### config.mk
export PLATFORM = sky130hd
export DESIGN_NAME = mem_arbiter_flat
export DESIGN_NICKNAME = d
export VERILOG_FILES = /design/src/rtl/mem_arbiter_if.sv /design/src/rtl/mem_arbiter.sv /design/src/flat_wrapper.sv
export SDC_FILE = /design/constraint.sdc
export NUM_CORES = 1
export LEC_CHECK = 0
export ABC_AREA = 1
export CORE_UTILIZATION = 42
export CTS_CLUSTER_DIAMETER = 40
export DETAILED_ROUTE_END_ITERATION = 12
export PLACE_DENSITY_LB_ADDON = 0.12
export SETUP_SLACK_MARGIN = 0.5
export SLEW_MARGIN = 20
export SYNTH_ARGS = -nofsm -noshare
export SYNTH_HDL_FRONTEND = slang
export SYNTH_SLANG_ARGS = --single-unit
### constraint.sdc
create_clock -name clk -period 7.7 [get_ports clk]
set_input_delay 1.54 -clock clk [delete_from_list [all_inputs] [get_ports clk]]
set_output_delay 1.54 -clock clk [all_outputs]
set_load 0.05 [all_outputs]
### src/rtl/mem_arbiter_if.sv
// rtl/mem_arbiter_if.sv - requester and MMU-side signal bundle for mem_arbiter
interface mem_arbiter_if #(
  parameter int ADDR_W = 32
) ();
  logic              if_req;
  logic [ADDR_W-1:0] if_addr;
  logic [31:0]       if_rdata;
  logic              if_ready;
  logic              mem_rd;
  logic              mem_wr;
  logic [ADDR_W-1:0] mem_addr;
  logic [31:0]       mem_wdata;
  logic              mem_byte;
  logic [31:0]       mem_rdata;
  logic              mem_ready;
  logic              stall_req;
  logic              mmu_read;
  logic              mmu_write;
  logic [31:0]       mmu_addr;
  logic [31:0]       mmu_wdata;
  logic              mmu_bytemode;
  logic [31:0]       mmu_rdata;

  modport slave (
    input  if_req, if_addr, mem_rd, mem_wr, mem_addr, mem_wdata, mem_byte, mmu_rdata,
    output if_rdata, if_ready, mem_rdata, mem_ready, stall_req,
           mmu_read, mmu_write, mmu_addr, mmu_wdata, mmu_bytemode
  );

  modport master (
    output if_req, if_addr, mem_rd, mem_wr, mem_addr, mem_wdata, mem_byte, mmu_rdata,
    input  if_rdata, if_ready, mem_rdata, mem_ready, stall_req,
           mmu_read, mmu_write, mmu_addr, mmu_wdata, mmu_bytemode
  );
endinterface

### src/rtl/mem_arbiter.sv
// rtl/mem_arbiter.sv - fetch/data merge onto the MMU port with fixed hold time
// Optional one-entry fetch buffer enabled by defining FETCH_BUFFER_EN.
module mem_arbiter #(
  parameter int WAIT_CYCLES = 1,
  parameter int ADDR_W      = 32
) (
  input  logic         clk,
  input  logic         rst,
  mem_arbiter_if.slave bus
);

  typedef enum logic [1:0] {IDLE, ACCESS, RESP} state_t;

  state_t      state, state_next;
  logic [3:0]  count;
  logic        src_data;
  logic        lat_wr;
  logic        lat_byte;
  logic [31:0] lat_addr;
  logic [31:0] lat_wdata;
  logic [31:0] resp_data;
  logic        take_data;
  logic        take_fetch;
  logic        done;

`ifdef FETCH_BUFFER_EN
  logic        fb_valid;
  logic [31:0] fb_tag;
  logic [31:0] fb_data;
  logic        fb_hit;
`endif

  always_ff @(posedge clk or posedge rst) begin
    if (rst) state <= IDLE;
    else     state <= state_next;
  end

  always_comb begin
    state_next     = state;
    take_data      = 1'b0;
    take_fetch     = 1'b0;
    done           = 1'b0;
    bus.mmu_read   = 1'b0;
    bus.mmu_write  = 1'b0;
    bus.if_ready   = 1'b0;
    bus.mem_ready  = 1'b0;
`ifdef FETCH_BUFFER_EN
    fb_hit         = 1'b0;
`endif
    case (state)
      IDLE: begin
        if (bus.mem_rd || bus.mem_wr) begin
          take_data  = 1'b1;
          state_next = ACCESS;
        end else if (bus.if_req) begin
`ifdef FETCH_BUFFER_EN
          if (fb_valid && fb_tag == 32'(bus.if_addr)) begin
            fb_hit     = 1'b1;
            state_next = RESP;
          end else begin
            take_fetch = 1'b1;
            state_next = ACCESS;
          end
`else
          take_fetch = 1'b1;
          state_next = ACCESS;
`endif
        end
      end
      ACCESS: begin
        bus.mmu_read  = ~lat_wr;
        bus.mmu_write = lat_wr;
        if (count == 4'(WAIT_CYCLES)) begin
          done       = 1'b1;
          state_next = RESP;
        end
      end
      RESP: begin
        bus.if_ready  = ~src_data;
        bus.mem_ready = src_data;
        state_next    = IDLE;
      end
      default: state_next = IDLE;
    endcase
  end

  // A simultaneous rd+wr is latched as a write because lat_wr takes mem_wr.
  always_ff @(posedge clk or posedge rst) begin
    if (rst) begin
      count     <= 4'd0;
      src_data  <= 1'b0;
      lat_wr    <= 1'b0;
      lat_byte  <= 1'b0;
      lat_addr  <= 32'd0;
      lat_wdata <= 32'd0;
      resp_data <= 32'd0;
    end else begin
      if (take_data) begin
        src_data  <= 1'b1;
        lat_wr    <= bus.mem_wr;
        lat_addr  <= 32'(bus.mem_addr);
        lat_wdata <= bus.mem_wdata;
        lat_byte  <= bus.mem_byte;
        count     <= 4'd0;
      end else if (take_fetch) begin
        src_data  <= 1'b0;
        lat_wr    <= 1'b0;
        lat_addr  <= 32'(bus.if_addr);
        lat_byte  <= 1'b0;
        count     <= 4'd0;
      end
      if (state == ACCESS) count <= count + 4'd1;
      if (done) resp_data <= bus.mmu_rdata;
`ifdef FETCH_BUFFER_EN
      if (fb_hit) begin
        src_data  <= 1'b0;
        resp_data <= fb_data;
      end
`endif
    end
  end

`ifdef FETCH_BUFFER_EN
  always_ff @(posedge clk or posedge rst) begin
    if (rst) begin
      fb_valid <= 1'b0;
      fb_tag   <= 32'd0;
      fb_data  <= 32'd0;
    end else begin
      if (done && !src_data) begin
        fb_valid <= 1'b1;
        fb_tag   <= lat_addr;
        fb_data  <= bus.mmu_rdata;
      end
      if (take_data && bus.mem_wr) fb_valid <= 1'b0;
    end
  end
`endif

  assign bus.mmu_addr     = lat_addr;
  assign bus.mmu_wdata    = lat_wdata;
  assign bus.mmu_bytemode = lat_byte;
  assign bus.if_rdata     = resp_data;
  assign bus.mem_rdata    = resp_data;
  assign bus.stall_req    = (bus.if_req & ~bus.if_ready) |
                            ((bus.mem_rd | bus.mem_wr) & ~bus.mem_ready);

endmodule
### src/flat_wrapper.sv
// flat-port wrapper written by rule: the top's interface ports become plain ports
module mem_arbiter_flat 
#(
  parameter int WAIT_CYCLES = 1,
  parameter int ADDR_W      = 32
)
  (clk, rst, bus_if_req, bus_if_addr, bus_mem_rd, bus_mem_wr, bus_mem_addr, bus_mem_wdata, bus_mem_byte, bus_mmu_rdata, bus_if_rdata, bus_if_ready, bus_mem_rdata, bus_mem_ready, bus_stall_req, bus_mmu_read, bus_mmu_write, bus_mmu_addr, bus_mmu_wdata, bus_mmu_bytemode);
  mem_arbiter_if #(.ADDR_W(ADDR_W)) bus_i ();
  input  logic clk;
  input  logic rst;
  input wire logic [$bits(bus_i.if_req)-1:0] bus_if_req;
  input wire logic [$bits(bus_i.if_addr)-1:0] bus_if_addr;
  input wire logic [$bits(bus_i.mem_rd)-1:0] bus_mem_rd;
  input wire logic [$bits(bus_i.mem_wr)-1:0] bus_mem_wr;
  input wire logic [$bits(bus_i.mem_addr)-1:0] bus_mem_addr;
  input wire logic [$bits(bus_i.mem_wdata)-1:0] bus_mem_wdata;
  input wire logic [$bits(bus_i.mem_byte)-1:0] bus_mem_byte;
  input wire logic [$bits(bus_i.mmu_rdata)-1:0] bus_mmu_rdata;
  output wire logic [$bits(bus_i.if_rdata)-1:0] bus_if_rdata;
  output wire logic [$bits(bus_i.if_ready)-1:0] bus_if_ready;
  output wire logic [$bits(bus_i.mem_rdata)-1:0] bus_mem_rdata;
  output wire logic [$bits(bus_i.mem_ready)-1:0] bus_mem_ready;
  output wire logic [$bits(bus_i.stall_req)-1:0] bus_stall_req;
  output wire logic [$bits(bus_i.mmu_read)-1:0] bus_mmu_read;
  output wire logic [$bits(bus_i.mmu_write)-1:0] bus_mmu_write;
  output wire logic [$bits(bus_i.mmu_addr)-1:0] bus_mmu_addr;
  output wire logic [$bits(bus_i.mmu_wdata)-1:0] bus_mmu_wdata;
  output wire logic [$bits(bus_i.mmu_bytemode)-1:0] bus_mmu_bytemode;
  assign bus_i.if_req = bus_if_req;
  assign bus_i.if_addr = bus_if_addr;
  assign bus_i.mem_rd = bus_mem_rd;
  assign bus_i.mem_wr = bus_mem_wr;
  assign bus_i.mem_addr = bus_mem_addr;
  assign bus_i.mem_wdata = bus_mem_wdata;
  assign bus_i.mem_byte = bus_mem_byte;
  assign bus_i.mmu_rdata = bus_mmu_rdata;
  assign bus_if_rdata = bus_i.if_rdata;
  assign bus_if_ready = bus_i.if_ready;
  assign bus_mem_rdata = bus_i.mem_rdata;
  assign bus_mem_ready = bus_i.mem_ready;
  assign bus_stall_req = bus_i.stall_req;
  assign bus_mmu_read = bus_i.mmu_read;
  assign bus_mmu_write = bus_i.mmu_write;
  assign bus_mmu_addr = bus_i.mmu_addr;
  assign bus_mmu_wdata = bus_i.mmu_wdata;
  assign bus_mmu_bytemode = bus_i.mmu_bytemode;
  mem_arbiter #(.WAIT_CYCLES(WAIT_CYCLES), .ADDR_W(ADDR_W)) u_core (.clk(clk), .rst(rst), .bus(bus_i));
endmodule
== Yosys cells after proc, flatten, opt, wreduce, memory -nomap -nowiden ==
Index checks and enable logic that the tools add are counted.
Storage, ports and cells
  bits in registers: 105
  bits in latches: 0
  RAM bits: 0
  memory bits (read-only): 0
  output and inout bits: 134
  word-level logic and storage cells: 51
  memories: 0
Cells by class
  add/sub/neg operators: 1
  multipliers: 0
  div/mod/pow operators: 0
  magnitude comparators: 0
  equality and inequality tests: 5
  shift operators: 0
  multiplexer cells: 24
  bitwise gates (word level): 8
  reduce and logical (&&, ||, !) cells: 5
Operators by type and width (number)
  $mux W32: 2
  $mux W1: 15
  $mux W4: 3
  $mux W2: 3
  $add A4 B1 Y4 const B: 1
  $eq A4 B1 Y1 const B: 1
  $not A1 Y1: 4
  $pmux W2 S2: 1
  $ne A3 B2 Y1 const B: 1
  $reduce_bool A3 Y1: 1
  $and A1 B1 Y1: 2
  $eq A2 B1 Y1 const B: 1
  $eq A2 B2 Y1 const B: 1
  $logic_not A2 Y1: 1
  $ne A2 B1 Y1 const B: 1
  $or A1 B1 Y1: 2
  $reduce_and A2 Y1: 1
  $reduce_bool A2 Y1: 1
  $logic_or A1 B1 Y1: 1

== Longest topological paths before layout ==
Gate-level depths: netlist of run 1.
  word-level depth: 6
  mapped depth: 8
  mapped depth without buffers: 6

== Worst setup path after synthesis of run 1 ==
OpenSTA, ideal clock, no wires.
  path type: input -> output
  from: in bus_mem_wr
  to: out bus_stall_req
  arrival: 2.356 ns
  data required time: 6.160 ns
  slack: 3.804 ns
  stages on the path: 2
  cells stage by stage: nor2_1 o22ai_1
On the way
  cells in the longest elaborated chain, start to end: 3
RTL lines
  from (decl): RTL line flat_wrapper.sv:14  | input wire logic [$bits(bus_i.mem_wr)-1:0] bus_mem_wr;
  $or A1 B1 Y1: RTL line mem_arbiter.sv:146  | ((bus.mem_rd | bus.mem_wr) & ~bus.mem_ready);
  $and A1 B1 Y1: RTL line mem_arbiter.sv:146
  $or A1 B1 Y1: RTL line mem_arbiter.sv:145  | assign bus.stall_req = (bus.if_req & ~bus.if_ready) |
  to (decl): RTL line flat_wrapper.sv:23  | output wire logic [$bits(bus_i.stall_req)-1:0] bus_stall_req;
Every way passes these cells.

== Final worst setup path of run 1 ==
  from: in bus_if_req
  to: out bus_stall_req
On the way
  cells in the longest elaborated chain, start to end: 2
RTL lines
  from (decl): RTL line flat_wrapper.sv:11  | input wire logic [$bits(bus_i.if_req)-1:0] bus_if_req;
  $and A1 B1 Y1: RTL line mem_arbiter.sv:145
  $or A1 B1 Y1: RTL line mem_arbiter.sv:145
Every way passes these cells.

==> impl_results.md, run 1 <==
* Status: finished clean
* Max incr delay on CP at 0.82 ns
* CP dominant cell by count: clkdlybuf4s50_1
* Htree depth at 3
* DR vias at 4,682
* Largest net degree at the start of global routing at 76
* Remaining antenna violation count after routing at 0
* Slowest stage cell, crit path: clkdlybuf4s50_1
* Synth Net Count at 775
* CP Class: in2out
* Setup TNS at 0 ns
* Mean Syn Cell Area at 7.72 sq um
* YS warnings at 0
* Clock transition at the registers of the reported paths at 0.07 ns
* Fin. max-slew vios at 0
* Core Region at 11,400 sq um
* Slew margin rel. at 0.366
* Fin crit period at 4.59 ns
* Leading cell type in the layout, fill and taps excluded: nand2_1
* Cell family with most CP delay: buffers and inverters
* Wire per inst at 13.8 microns
* Worst path bufs/invs at 3
* First-pass GRT wire length at 21,000 microns
* Worst Setup Start Kind: input port
* Initial antenna violation count at 0
* Setup bufs post-CTS at 0
* Share of the synthesized area in the top cell type at 0.533
* # setup viols final at 0
* Worst Path Required at 6.16 ns
* Diode count at 0
* Clock buffer depth at 2
* Fin nets at 995
* #FFs+latches synth at 105
* Crit-path cells: clkdlybuf4s50_1 -> inv_1 -> o22ai_1 -> clkdlybuf4s50_1
* Register area share after synthesis at 0.533
* Post-synthesis mux area share at 0
* RSZ-0062 raised after global routing: no
* Synth unique cells at 21
* Adder-cell share of the synthesized area at 0.00507
* Tot GR Track Use at 0.225
* Initial Util at 0.432
* Grt ovf at 0
* Die ar. at 12,200 sq um
* Compound-cell area share of the yosys netlist at 0.00330
* Skew final at 0.00872 ns
* Detailed-route DRC error count at 0
* IO Port Bufs at 267
* Arrival time of the worst setup path at 3.05 ns
* # rows at 39
* IO Pins at 268
* Hold Vio Cnt, Final at 0
* XOR/XNOR Fraction of Synth Area at 0.00178
* CP Capture Type: output pin
* Main combinational cell family by area after synthesis: simple AND/OR/NAND/NOR gates
* Vias per inst at 4.65
* Tcrit/Tclk final at 0.597
* Hold buffers post-CTS at 0
* Max Freq at 218 MHz
* Worst Max-Slew Pin Slew at 0.951 ns
* Vias in the first global route at 4,451
* CTS root buffer: clkbuf_16
* Number of gates resized after CTS at 0
* Die height at 110 microns
* DRT iter0 DRCs at 245
* Most frequent cells in the layout: 306 x nand2_1, 267 x clkdlybuf4s50_1, 105 x dfrtp_1
* CTS tree: done
* Post-synthesis cell count at 639
* Mapped Area at 4930 sq um
* Worst min path class: reg2reg
* Die Wd at 110 microns
* HPWL Detailed at 9820 microns
* Post-synth top area cell: dfrtp_1
* Skew-Pair Late Insertion Delay at 0.34 ns
* CTS buffer count at 9
* First-pass DRT Iterations at 4
* Share of layout cells above drive strength 1 at 0.0347
* Fill cells at 977
* CP Max Fanout at 2
* Placer Congestion at 0.821
* Synth area leaders: dfrtp_1 53%, nand2_1 23%, nand3_1 7.0%
* MaxCap Viol Count at 0
* Area growth from synthesis to layout at 57.4%
* Simple-gate area share of the yosys netlist at 0.320
* Num Clock Sinks at 105
* WL final at 13,900 microns
==> area by class of cell <==
cell class / instances / area, sq um / share of cell area
Timing Repair Buffer: 270 / 2700 / 0.347
Sequential cell: 105 / 2630 / 0.339
Multi-Input combinational cell: 397 / 1630 / 0.210
Inverter: 76 / 288 / 0.0371
Clock buffer: 11 / 253 / 0.0326
Tap cell: 143 / 179 / 0.0231
Clock inverter: 5 / 85.1 / 0.0110
==> layer usage <==
metal | share of wire | vias to the layer above | track usage
li1 | - | 2314 | -
met1 | 0.41 | 2161 | 0.283
met2 | 0.49 | 179 | 0.375
met3 | 0.070 | 28 | 0.0476
met4 | 0.030 | 0 | 0.0977
met5 | 0 | - | 0
==> worst reg2reg max path, stage by stage, from the launching register on <==
cell,delay (ns)
dfrtp_1,0.43
nor2_4,0.68
nand2_2,0.08
buf_4,0.35
inv_1,0.84
nand2_1,0.13
nand2_1,0.11
==> through the flow <==
stage | hold slack [ns] | cells | setup WS [ns] | area [sq um] | util
global placement | 0.462 | 991 | 2.88 | 7420 | 0.650
CTS | 0.485 | 1007 | 3.11 | 7750 | 0.679
global route | 0.496 | 1007 | 3.02 | 7760 | 0.680
finish | 0.480 | 1007 | 3.11 | 7760 | 0.680
floorplan | 0.481 | 639 | 3.40 | 4930 | -
detailed placement | 0.466 | 991 | 2.87 | 7420 | 0.650
==> kinds of logic after synthesis <==
group | Yosys count
AOI/OAI and AO/OA | 3
xor gates and xnor gates | 1
adders and majority gates | 2
buffers and inverters | 137
DFF | 105
and+or+nand+nor | 391
==> registers in the layout, summed over array words and instances (netlist names) <==
signal and flops:
u_core.bus.if_rdata 32, u_core.bus.mmu_addr 32, u_core.bus.mmu_wdata 32, u_core.count 4, u_core.state 2, u_core.bus.mmu_bytemode 1
u_core.lat_wr 1, u_core.src_data 1
==> Yosys cell counts <==
cell        n
xor2_1      1
nand2_2     1
ha_1        2
o22ai_1     1
buf_6       1
nor2_1      8
buf_4      38
buf_2       9
dfrtp_1   105
nand3_1    69
o21ai_0     1
nand2_1   308
o21ai_1     1
inv_2       2
nor2_2      1
nand3_2     1
or2_2       2
nor2_4      1
buf_1       1
inv_1      74
clkbuf_1   12
==> final timing paths <==
| check | startpoint | to | slack (ns) | cells after the start |
|---|---|---|---|---|
| worst max-delay path | bus_if_req | bus_stall_req | 3.11 | 4 |
| worst min-delay path | u_core.bus.mmu_addr[5] | u_core.bus.mmu_addr[5] | 0.48 | 2 |
| worst max register to register | u_core.state[1] | u_core.bus.mmu_wdata[20] | 5.02 | 6 |
| worst min register to register | u_core.bus.mmu_addr[5] | u_core.bus.mmu_addr[5] | 0.48 | 2 |
| max in group asynchronous | rst | u_core.bus.mmu_addr[26] | 4.89 | 3 |
| min in group asynchronous | rst | u_core.bus.if_rdata[4] | 1.53 | 2 |
Power of run 1 is not shown: default switching activity piles up to over one toggle a cycle in this logic, so the estimate is an artifact.
==> run 2, diff against run 1 <==
- CORE_UTILIZATION: 42 -> 39
- clock period: 7.7 -> 4.5 ns (I/O delays scaled with it)
==> run 2 against run 1 <==
- final cell count increased by 2.6%
- sequential share of layout area increased by 0.13 points
- die area increased by 7.6%
==> impl_results.md, run 2 (same netlist as run 1, synthesis figures left out) <==
* Status: finished clean
* Setup TNS at 0 ns (unchanged)
* Largest net degree at the start of global routing at 84 (+11%)
* Worst R2R Path Depth at 5 (-1)
* Placer Congestion at 0.832 (+1.4%)
* Clock buffer depth at 2 (unchanged)
* Setup bufs post-CTS at 0 (unchanged)
* Slew margin rel. at 0.327 (-0.0386)
* Die height at 114 microns (+3.7%)
* Diode count at 0 (unchanged)
* Grt ovf at 0 (unchanged)
* Core Region at 12,200 sq um (+6.5%)
* Tcrit/Tclk final at 0.743
* RSZ-0062 raised after global routing: no
* DR vias at 4,700 (+0.38%)
* Fin nets at 997 (+0.20%)
* Most frequent cells in the layout: 307 x nand2_1, 267 x clkdlybuf4s50_1, 105 x dfrtp_1
* IO Port Bufs at 267 (unchanged)
* DRT iter0 DRCs at 252 (+2.9%)
* Num Clock Sinks at 105 (unchanged)
* Remaining antenna violation count after routing at 0 (unchanged)
* Skew-Pair Late Insertion Delay at 0.35 ns (about the same)
* MaxCap Viol Count at 0 (unchanged)
* First-pass GRT wire length at 22,500 microns (+7.1%)
* Initial antenna violation count at 0 (unchanged)
* Skew final at 0.00657 ns (-0.00215 ns)
* Wire per inst at 14.0 microns (+1.7%)
* CTS root buffer: clkbuf_16
* Vias in the first global route at 4,623 (+3.9%)
* Post-placement cell count at 1,018 (+2.7%)
* Arrival time of the worst setup path at 2.44 ns (-0.61 ns)
* Hold Path End: u_core.bus.mmu_addr[17]
* Worst Setup Start Kind: input port
* Number of gates resized after CTS at 0 (unchanged)
* Initial Util at 0.405 (-0.0264)
* Max Freq at 299 MHz
* Hold buffers post-CTS at 0 (unchanged)
* # setup viols final at 0 (unchanged)
* Worst min path class: reg2reg
* Min-Delay Startpoint: u_core.bus.mmu_addr[17]
* Fin util at 0.636 (-0.0439)
* Tot GR Track Use at 0.224 (-0.00146)
* Share of layout cells above drive strength 1 at 0.0324 (-0.00235)
* CP Capture Type: output pin
* Fin. max-slew vios at 0 (unchanged)
* First-pass DRT Iterations at 4 (unchanged)
* Fin crit period at 3.34 ns
* Fin cells at 1,033 (+2.6%)
* Clock transition at the registers of the reported paths at 0.07 ns (about the same)
* Top Metal Used: met4
* Worst Path Required at 3.60 ns (-2.56 ns)
* Worst Max-Slew Pin Slew at 1.01 ns (+0.0568 ns)
* Worst r2r src: u_core.state[1]
* Worst Hold Depth at 2 (unchanged)
* CTS buffer count at 9 (unchanged)
* Reg2reg end: u_core.bus.mmu_wdata[15]
* Die ar. at 13,100 sq um (+7.6%)
* CP Max Fanout at 2 (unchanged)
* Leading cell type in the layout, fill and taps excluded: nand2_1
* WL final at 14,500 microns (+4.3%)
* Area growth from synthesis to layout at 56.8%
* Reg-to-reg slack, setup at 1.66 ns (-3.36 ns)
* CP Class: in2out
* M1 WL at 5390 microns (-4.3%)
* HPWL Detailed at 10,300 microns (+5.3%)
* CTS tree: done
* IO Pins at 268 (unchanged)
* Met3 wire len at 1300 microns (+35%)
* Vias per inst at 4.55 (-2.1%)
* Htree depth at 3 (unchanged)
* # rows at 40 (+2.6%)
* Detailed-route DRC error count at 0 (unchanged)
* Die Wd at 114 microns (+3.7%)
* Hold Vio Cnt, Final at 0 (unchanged)
* Met2 wire len at 7400 microns (+8.0%)
[run 2: cell type report]
cell class              count  area, sq um
fillers                  1089         4430
repair buffers            272         2710
flip-flops and latches    105         2630
multi-input cells         397         1630
inverters                  76          290
clock buffers              11          233
well taps                 168          210
clock inverters             4         30.0
[run 2: worst max path at each step]
stage | startpoint | end | slack, ns | depth (start not counted)
4_1_cts | bus_if_req | bus_stall_req | 1.19 | 4
5_1_grt | bus_if_req | bus_stall_req | 1.12 | 4
6_report | bus_if_req | bus_stall_req | 1.16 | 4
3_3_place_gp | bus_mem_wr | u_core.bus.mmu_addr[26] | 1.08 | 8
3_5_place_dp | bus_mem_rd | u_core.bus.mmu_addr[29] | 0.95 | 8
2_1_floorplan | rst | u_core.bus.if_rdata[0] | 0.84 | 1
[run 2: critical path: stages]
cell and delay [ns]:
clkdlybuf4s50_1 0.49, inv_1 0.06, o22ai_1 0.16, clkdlybuf4s50_1 0.83
[run 2: per-stage QoR]
stage / cell area, sq um / worst slack [ns] / hold WS, ns
final: 7730 / 1.16 / 0.479
after global routing: 7730 / 1.12 / 0.498
after CTS: 7730 / 1.19 / 0.483
after detailed placement: 7460 / 0.952 / 0.464
after global placement: 7460 / 1.08 / 0.455
after floorplan: 4930 / 0.839 / 0.481
[run 2: routing by layer]
metal,vias up,global-route usage
li1,2314,-
met1,2166,0.247
met2,192,0.393
met3,28,0.0773
met4,0,0.0900
met5,-,0
Power of run 2 is left out for the same reason.
